File: src/rtl/nonconsec_seq_gen_pkg.sv
// Shared types for the non-consecutive repetition stimulus generator.
// Optional build macro NCSEQ_ERR_INJECT_EN is handled in the interface and top.
package nonconsec_seq_pkg;

    typedef enum logic [2:0] {
        IDLE    = 3'd0,
        PULSE_B = 3'd1,
        GAP     = 3'd2,
        TAIL    = 3'd3,
        PULSE_C = 3'd4
    } state_t;

    // Pulse counter must hold COUNT+1 for the error-injection variant.
    function automatic int cnt_w(int n);
        return $clog2(n + 2);
    endfunction

endpackage

File: src/rtl/nonconsec_seq_gen_if.sv
// Request/pulse bundle between a sequence requester and nonconsec_seq_gen.
// With NCSEQ_ERR_INJECT_EN defined the bundle carries the inject request bit.
interface nonconsec_seq_gen_if #(
    parameter int GAP_W = 4
);
    logic             start;
    logic [GAP_W-1:0] gap;
    logic [GAP_W-1:0] tail;
`ifdef NCSEQ_ERR_INJECT_EN
    logic             inject;
`endif
    logic             b;
    logic             c;
    logic             busy;

`ifdef NCSEQ_ERR_INJECT_EN
    modport master (output start, gap, tail, inject, input b, c, busy);
    modport slave  (input start, gap, tail, inject, output b, c, busy);
`else
    modport master (output start, gap, tail, input b, c, busy);
    modport slave  (input start, gap, tail, output b, c, busy);
`endif
endinterface

File: src/rtl/nonconsec_seq_gen_dwell_cnt.sv
// Loadable down-counter used for both the inter-pulse gap and the tail dwell.
// Saturates at zero so it can never wrap.
module nonconsec_dwell_cnt #(
    parameter int GAP_W = 4
) (
    input  logic             clk,
    input  logic             load,
    input  logic             dec,
    input  logic [GAP_W-1:0] load_val,
    output logic             zero
);
    logic [GAP_W-1:0] cnt_q, cnt_d;

    always_comb begin
        cnt_d = cnt_q;
        if (load) begin
            cnt_d = load_val;
        end else if (dec && (cnt_q != '0)) begin
            cnt_d = cnt_q - GAP_W'(1);
        end
    end

    always_ff @(posedge clk) begin
        cnt_q <= cnt_d;
    end

    assign zero = (cnt_q == '0);
endmodule

File: src/rtl/nonconsec_seq_gen.sv
// Driver for the a |-> b[=N] ##1 c protocol: N spaced b pulses, a tail, then c.
// Define NCSEQ_ERR_INJECT_EN to add an inject request that emits COUNT+1 pulses.
module nonconsec_seq_gen
    import nonconsec_seq_pkg::*;
#(
    parameter int COUNT = 3,
    parameter int GAP_W = 4
) (
    input logic               clk,
    input logic               rst,
    nonconsec_seq_gen_if.slave bus
);
    localparam int CW = cnt_w(COUNT);

    state_t           state_q, state_d;
    logic [CW-1:0]    cnt_q, cnt_d, cnt_inc, target;
    logic [GAP_W-1:0] gapm1_q, gapm1_d, tail_q, tail_d;
    logic             b_q, b_d, c_q, c_d, busy_q, busy_d;
    logic             dw_load, dw_dec, dw_zero;
    logic [GAP_W-1:0] dw_val;

`ifdef NCSEQ_ERR_INJECT_EN
    logic inj_q, inj_d;
    assign target = inj_q ? CW'(COUNT + 1) : CW'(COUNT);
`else
    assign target = CW'(COUNT);
`endif

    assign cnt_inc = cnt_q + CW'(1);

    // Dwell counter is loaded with hold-length minus one so 'zero' marks the last hold cycle.
    always_comb begin
        state_d = state_q;
        cnt_d   = cnt_q;
        gapm1_d = gapm1_q;
        tail_d  = tail_q;
`ifdef NCSEQ_ERR_INJECT_EN
        inj_d   = inj_q;
`endif
        dw_load = 1'b0;
        dw_dec  = 1'b0;
        dw_val  = '0;
        case (state_q)
            IDLE: begin
                if (bus.start) begin
                    gapm1_d = (bus.gap == '0) ? '0 : bus.gap - GAP_W'(1);
                    tail_d  = bus.tail;
                    cnt_d   = '0;
`ifdef NCSEQ_ERR_INJECT_EN
                    inj_d   = bus.inject;
`endif
                    state_d = PULSE_B;
                end
            end
            PULSE_B: begin
                cnt_d   = cnt_inc;
                dw_load = 1'b1;
                if (cnt_inc == target) begin
                    dw_val  = tail_q - GAP_W'(1);
                    state_d = (tail_q == '0) ? PULSE_C : TAIL;
                end else begin
                    dw_val  = gapm1_q;
                    state_d = GAP;
                end
            end
            GAP: begin
                if (dw_zero) state_d = PULSE_B;
                else         dw_dec  = 1'b1;
            end
            TAIL: begin
                if (dw_zero) state_d = PULSE_C;
                else         dw_dec  = 1'b1;
            end
            PULSE_C: state_d = IDLE;
            default: state_d = IDLE;
        endcase
    end

    // Outputs are registered decodes of the next state, so they align with state_q.
    always_comb begin
        b_d    = (state_d == PULSE_B);
        c_d    = (state_d == PULSE_C);
        busy_d = (state_d != IDLE);
    end

    always_ff @(posedge clk or posedge rst) begin
        if (rst) begin
            state_q <= IDLE;
            cnt_q   <= '0;
            b_q     <= 1'b0;
            c_q     <= 1'b0;
            busy_q  <= 1'b0;
        end else begin
            state_q <= state_d;
            cnt_q   <= cnt_d;
            b_q     <= b_d;
            c_q     <= c_d;
            busy_q  <= busy_d;
        end
    end

    always_ff @(posedge clk) begin
        gapm1_q <= gapm1_d;
        tail_q  <= tail_d;
`ifdef NCSEQ_ERR_INJECT_EN
        inj_q   <= inj_d;
`endif
    end

    nonconsec_dwell_cnt #(.GAP_W(GAP_W)) u_dwell (
        .clk      (clk),
        .load     (dw_load),
        .dec      (dw_dec),
        .load_val (dw_val),
        .zero     (dw_zero)
    );

    assign bus.b    = b_q;
    assign bus.c    = c_q;
    assign bus.busy = busy_q;
endmodule

File: src/flat_wrapper.sv
// flat-port wrapper written by rule: the top's interface ports become plain ports
module nonconsec_seq_gen_flat import nonconsec_seq_pkg::*;
#(
    parameter int COUNT = 3,
    parameter int GAP_W = 4
)
  (clk, rst, bus_start, bus_gap, bus_tail, bus_b, bus_c, bus_busy);
  nonconsec_seq_gen_if #(.GAP_W(GAP_W)) bus_i ();
  input logic clk;
  input logic rst;
  input wire logic [$bits(bus_i.start)-1:0] bus_start;
  input wire logic [$bits(bus_i.gap)-1:0] bus_gap;
  input wire logic [$bits(bus_i.tail)-1:0] bus_tail;
  output wire logic [$bits(bus_i.b)-1:0] bus_b;
  output wire logic [$bits(bus_i.c)-1:0] bus_c;
  output wire logic [$bits(bus_i.busy)-1:0] bus_busy;
  assign bus_i.start = bus_start;
  assign bus_i.gap = bus_gap;
  assign bus_i.tail = bus_tail;
  assign bus_b = bus_i.b;
  assign bus_c = bus_i.c;
  assign bus_busy = bus_i.busy;
  nonconsec_seq_gen #(.COUNT(COUNT), .GAP_W(GAP_W)) u_core (.clk(clk), .rst(rst), .bus(bus_i));
endmodule
File: config.mk
export PLATFORM = sky130hd
export DESIGN_NAME = nonconsec_seq_gen_flat
export DESIGN_NICKNAME = d
export VERILOG_FILES = /design/src/rtl/nonconsec_seq_gen_pkg.sv /design/src/rtl/nonconsec_seq_gen_if.sv /design/src/rtl/nonconsec_seq_gen_dwell_cnt.sv /design/src/rtl/nonconsec_seq_gen.sv /design/src/flat_wrapper.sv
export SDC_FILE = /design/constraint.sdc
export NUM_CORES = 1
export LEC_CHECK = 0
export CORE_AREA = 2 2 51 53
export CTS_CLUSTER_SIZE = 14
export DETAILED_ROUTE_END_ITERATION = 12
export DIE_AREA = 0 0 53 55
export MAX_ROUTING_LAYER = met4
export PLACE_DENSITY = 0.72
export RECOVER_POWER = 100
export SLEW_MARGIN = 20
export SYNTH_ARGS = -nofsm -noshare
export SYNTH_HDL_FRONTEND = slang
export SYNTH_SLANG_ARGS = --single-unit
export TNS_END_PERCENT = 5
File: constraint.sdc
create_clock -name clk -period 2.2 [get_ports clk]
set_input_delay 0.44 -clock clk [delete_from_list [all_inputs] [get_ports clk]]
set_output_delay 0.44 -clock clk [all_outputs]
set_load 0.005 [all_outputs]
After elaboration in Yosys (flattened, before gate mapping)
Cells that the tools add are included.
Widths: inputs -> output; s select.
{"block": "word_totals", "register_bits": 21, "input_bits": 11, "out_inout_bits": 3, "elab_cells": 46}
{"block": "op_classes", "addsub": 4, "n_eq_ne": 7, "muxes": 15, "reduce_logical": 12}
{"cell": "$mux 3", "count": 6}
{"cell": "$mux 4", "count": 4}
{"cell": "$logic_not 4->1", "count": 3}
{"cell": "$pmux 3 s4", "count": 1}
{"cell": "$sub 4x1->4 const B", "count": 3}
{"cell": "$eq 3x2->1 const B", "count": 3}
{"cell": "$eq 3x1->1 const B", "count": 2}
{"cell": "$pmux 3 s2", "count": 1}
{"cell": "$reduce_and 2->1", "count": 2}
{"cell": "$reduce_bool 2->1", "count": 2}
{"cell": "$reduce_bool 4->1", "count": 1}
{"cell": "$add 3x1->3 const B", "count": 1}
{"cell": "$eq 3x3->1 const B", "count": 1}
{"cell": "$logic_not 3->1", "count": 1}
{"cell": "$mux 1", "count": 3}
{"cell": "$reduce_bool 3->1", "count": 1}
{"cell": "$ne 2x2->1 const B", "count": 1}
{"cell": "$reduce_or 2->1", "count": 1}
{"cell": "$logic_and 1x1->1", "count": 1}

Logic depth before layout (Yosys ltp)
{"block": "logic_depth", "ltp_word": 6, "mapped_depth": 5, "depth_no_buf": 5}

Modules after synthesis
A second synthesis with hierarchy kept.
{"block": "unflattened", "cells_unflattened": 103, "hier_area_um2": 1119.8}
{"module": "nonconsec_seq_gen", "n_inst": 1, "cells_each": 81, "area_each_um2": 885.8, "seq_area_each_um2": 465.4}
{"module": "nonconsec_dwell_cnt", "n_inst": 1, "cells_each": 22, "area_each_um2": 234.0, "seq_area_each_um2": 120.1}

Least setup slack after synthesis
OpenSTA, ideal clock, no wires.
{"block": "synth_timing", "kind": "reg-to-reg", "start": "register u_core.state_q[1]", "end": "register u_core.cnt_q[0]", "setup_time_ns": 0.125, "arrival_time_ns": 1.604, "required_ns": 2.075, "slack_ns": 0.472, "stages_incl_launch_ff": 5, "n_path_buf": 1, "synth_period_minus_slack_ns": 1.728, "path_cell_list": "dfrtp_1 -> buf_6 -> nor4b_2 -> nor2_1 -> mux2_2"}
{"block": "synth_via", "elab_chain_len": 3, "word_cells_on_any_way": 6, "cone_classes": "2 x eq/ne; 1 x mux; 3 x reduce/logical"}
{"item": "start, declared", "line": "nonconsec_seq_gen.sv:15", "text": "state_t state_q, state_d;"}
{"item": "start signal, assigned", "line": "nonconsec_seq_gen.sv:94", "text": "state_q <= state_d;"}
{"item": "$eq 3x1->1 / $logic_not 3->1 (equally long branches)", "line": "nonconsec_seq_gen.sv:43", "text": "case (state_q)"}
{"item": "$reduce_bool 2->1 (no line) / $ne 2x2->1 (equally long branches)"}
{"item": "$reduce_and 2->1 (no line)"}
{"item": "end signal, assigned", "line": "nonconsec_seq_gen.sv:95", "text": "cnt_q <= cnt_d;"}
{"item": "end, declared", "line": "nonconsec_seq_gen.sv:16", "text": "logic [CW-1:0] cnt_q, cnt_d, cnt_inc, target;"}
Several ways; a longest one is shown, not always the timed one.
A chain may end at the register's enable or synchronous reset.

Worst setup path after layout
{"block": "layout_timing", "start": "input bus_start", "end": "register u_core.cnt_q[2]"}
{"block": "layout_via", "elab_chain_len": 2}
{"item": "start, declared", "line": "flat_wrapper.sv:11", "text": "input wire logic [$bits(bus_i.start)-1:0] bus_start;"}
{"item": "$ne 2x2->1 (no line)"}
{"item": "$reduce_and 2->1 (no line)"}
Every way passes these cells.

==> metrics.txt <==
RSZ-0062 raised after global routing=false; Vias=765; antenna cell count=0; Critical Path RT=2380 ps; Final Max Slew Viols=0; P&R area growth vs syn=14.98%; Hold/Removal Path Class=flop to flop; final setup vio count=0; first-pass GRT wire length=3146 um; Die Y=55 um; Routed WL=1750 um; Synth area leader=edfxtp_1; Port Buffers=13; clock slew at reported path FFs=100 ps; Tot GR Track Use=0.1529; share of post-route cells with drive strength above 1=0.07143; status=completed; post_cts resized=0; die outline width=53 um; vias in the first global route=773; CTS Buf Count=3; post-CTS setup buffer count=0; Pre-antenna DRT Iters=4; fin crit period=1925 ps; Avg Cell Area, Syn=11.74 sq um; largest net degree at the start of global routing=13; Crit Path Class=primary input to flop; final worst path period share=0.8748; DRC Markers=0; DRT iter0 DRCs=23; TNS Setup=0 ps; initial antenna violation count=0; clock skew=2.188 ps; hpwl dp=1383 um; sequential share of the synthesized area=0.5194; DIE AREA=0.002915 sq mm; NumNets Final=131; most frequent cell after synthesis=edfxtp_1; Cells after Synth=96; routability congestion estimate=0.8502; area of the mapped netlist=0.001127 sq mm; Net Count, Synth=114; largest fanout on the critical path=9; EDFF count, synth=12; global route total overflow=0; FFs w/ async S/R, synth=0.4286; CTS tree=yes; total I/O pin count=14; clock latency on the worst-skew pair=290 ps; Ys Warns=0; core outline area=0.002365 sq mm; site row count=18; Synth Register Bits=21; Initial Utilization=0.4767; Hold Buf Count CTS=0; clock buffer depth=2; Top FF cell, synth=edfxtp_1; Avg WL per Cell=12.32 um; peak supply drop=656.4 uV; CTS root buf=clkbuf_4; ANT nets after route=0; worst slew pin tran=641.6 ps; pwr/cell area=1144 mW/mm^2; critical path arrival=2110 ps; Commonest cells post-synth=12 x edfxtp_1, 10 x inv_1, 9 x dfrtp_1, 7 x ha_1, 6 x nor2_1; Max Cap Violations=0; Fmax achieved=0.5196 GHz; top cell type's share of synthesized area=0.3196; H-tree depth=1; Fin. Hold Viols=0; CP Capture Type=flop; top cells by area, synth=edfxtp_1 32%, dfrtp_1 20%, ha_1 7.8%, inv_1 3.3%, xnor2_1 2.3%; CTS Sinks=21; fin util=0.5481; Max transition margin=0.5662; crit path launch type=primary input; Cell variety after synth=40; LEAKAGE=0.0005337 uW; drt via density=5.387
## placed cells by master, fill, tap and decap left out, types with 2 or more instances in the layout
cell type,n
clkbuf_1,2
inv_1,10
a21oi_1,3
dlygate4sd3_1,9
o211ai_1,2
nand4_1,3
nand2_1,5
o21a_1,2
clkdlybuf4s50_1,4
o21ai_0,3
edfxtp_1,12
o311a_1,2
o31ai_1,2
ha_1,7
xnor2_1,3
dfrtp_1,9
nor2_1,6
clkbuf_4,3
## final timing paths
check	start	endpoint	slack, ps	depth (start not counted)
min reg2reg	u_core.cnt_q[2]	u_core.cnt_q[2]	500	1
max reg2reg	u_core.state_q[1]	u_core.cnt_q[2]	290	4
min	u_core.cnt_q[2]	u_core.cnt_q[2]	500	1
max	bus_start	u_core.cnt_q[2]	280	5
max in group asynchronous	rst	u_core.state_q[1]	1440	2
min in group asynchronous	rst	u_core.cnt_q[0]	530	2
## sequential cells by signal, summed over array words and instances, names as in the netlist
| signal | flops |
|---|---|
| u_core.bus.b | 1 |
| u_core.u_dwell.cnt_q | 4 |
| u_core.bus.busy | 1 |
| u_core.cnt_q | 3 |
| u_core.bus.c | 1 |
| u_core.tail_q | 4 |
| u_core.gapm1_q | 4 |
| u_core.state_q | 3 |
## cell type report
class                           instances  area (sq um)
Sequential cell                        21         585.6
Fill cell                             232          1069
Multi-Input combinational cell         63         475.5
Timing Repair Buffer                   14         133.9
Tap cell                               30         37.54
Inverter                               10         37.54
Clock buffer                            4         26.28
## where the power goes
| group | switching [uW] | internal [uW] |
|---|---|---|
| combinational | 293 | 287 |
| sequential | 128 | 604 |
| clock | 101 | 70.4 |
| total | 522 | 961 |
## metrics by stage
step / cells / setup WS, ps / total power [uW] / hold WS (ps) / instance area (sq um)
2_1_floorplan: 96 / 471.7 / 1185 / 267.9 / 1127
3_3_place_gp: 138 / 423.0 / 1326 / 482.0 / 1280
3_5_place_dp: 138 / 358.0 / 1346 / 487.0 / 1280
4_1_cts: 142 / 367.6 / 1518 / 397.2 / 1306
5_1_grt: 142 / 115.4 / 1622 / 545.1 / 1296
6_report: 142 / 275.4 / 1483 / 498.4 / 1296
## cell families after synthesis
kind of cell,count (synthesis),synth area share
AO/OA/AOI/OAI,20,0.1298
buffers and inverters,12,0.05328
XOR/XNOR,3,0.02331
AND/OR/NAND/NOR,30,0.1676
adder cells (fa/ha/maj),7,0.07769
multiplexers,3,0.02886
flip-flops,21,0.5194
## metal layers
metal  vias to the layer above  wire length, um  track usage
li1                        390                -            -
met1                       357              794       0.1856
met2                        16              860       0.2625
met3                         2               71      0.01613
met4                         0               23      0.06410
met5                         -                0            -
## critical path, cell delays in order
cell and delay [ps]:
clkdlybuf4s50_1 450, nor4b_1 530, clkbuf_1 410, mux2_1 200, mux2i_1 60
Power figures use the tool's default switching activity.
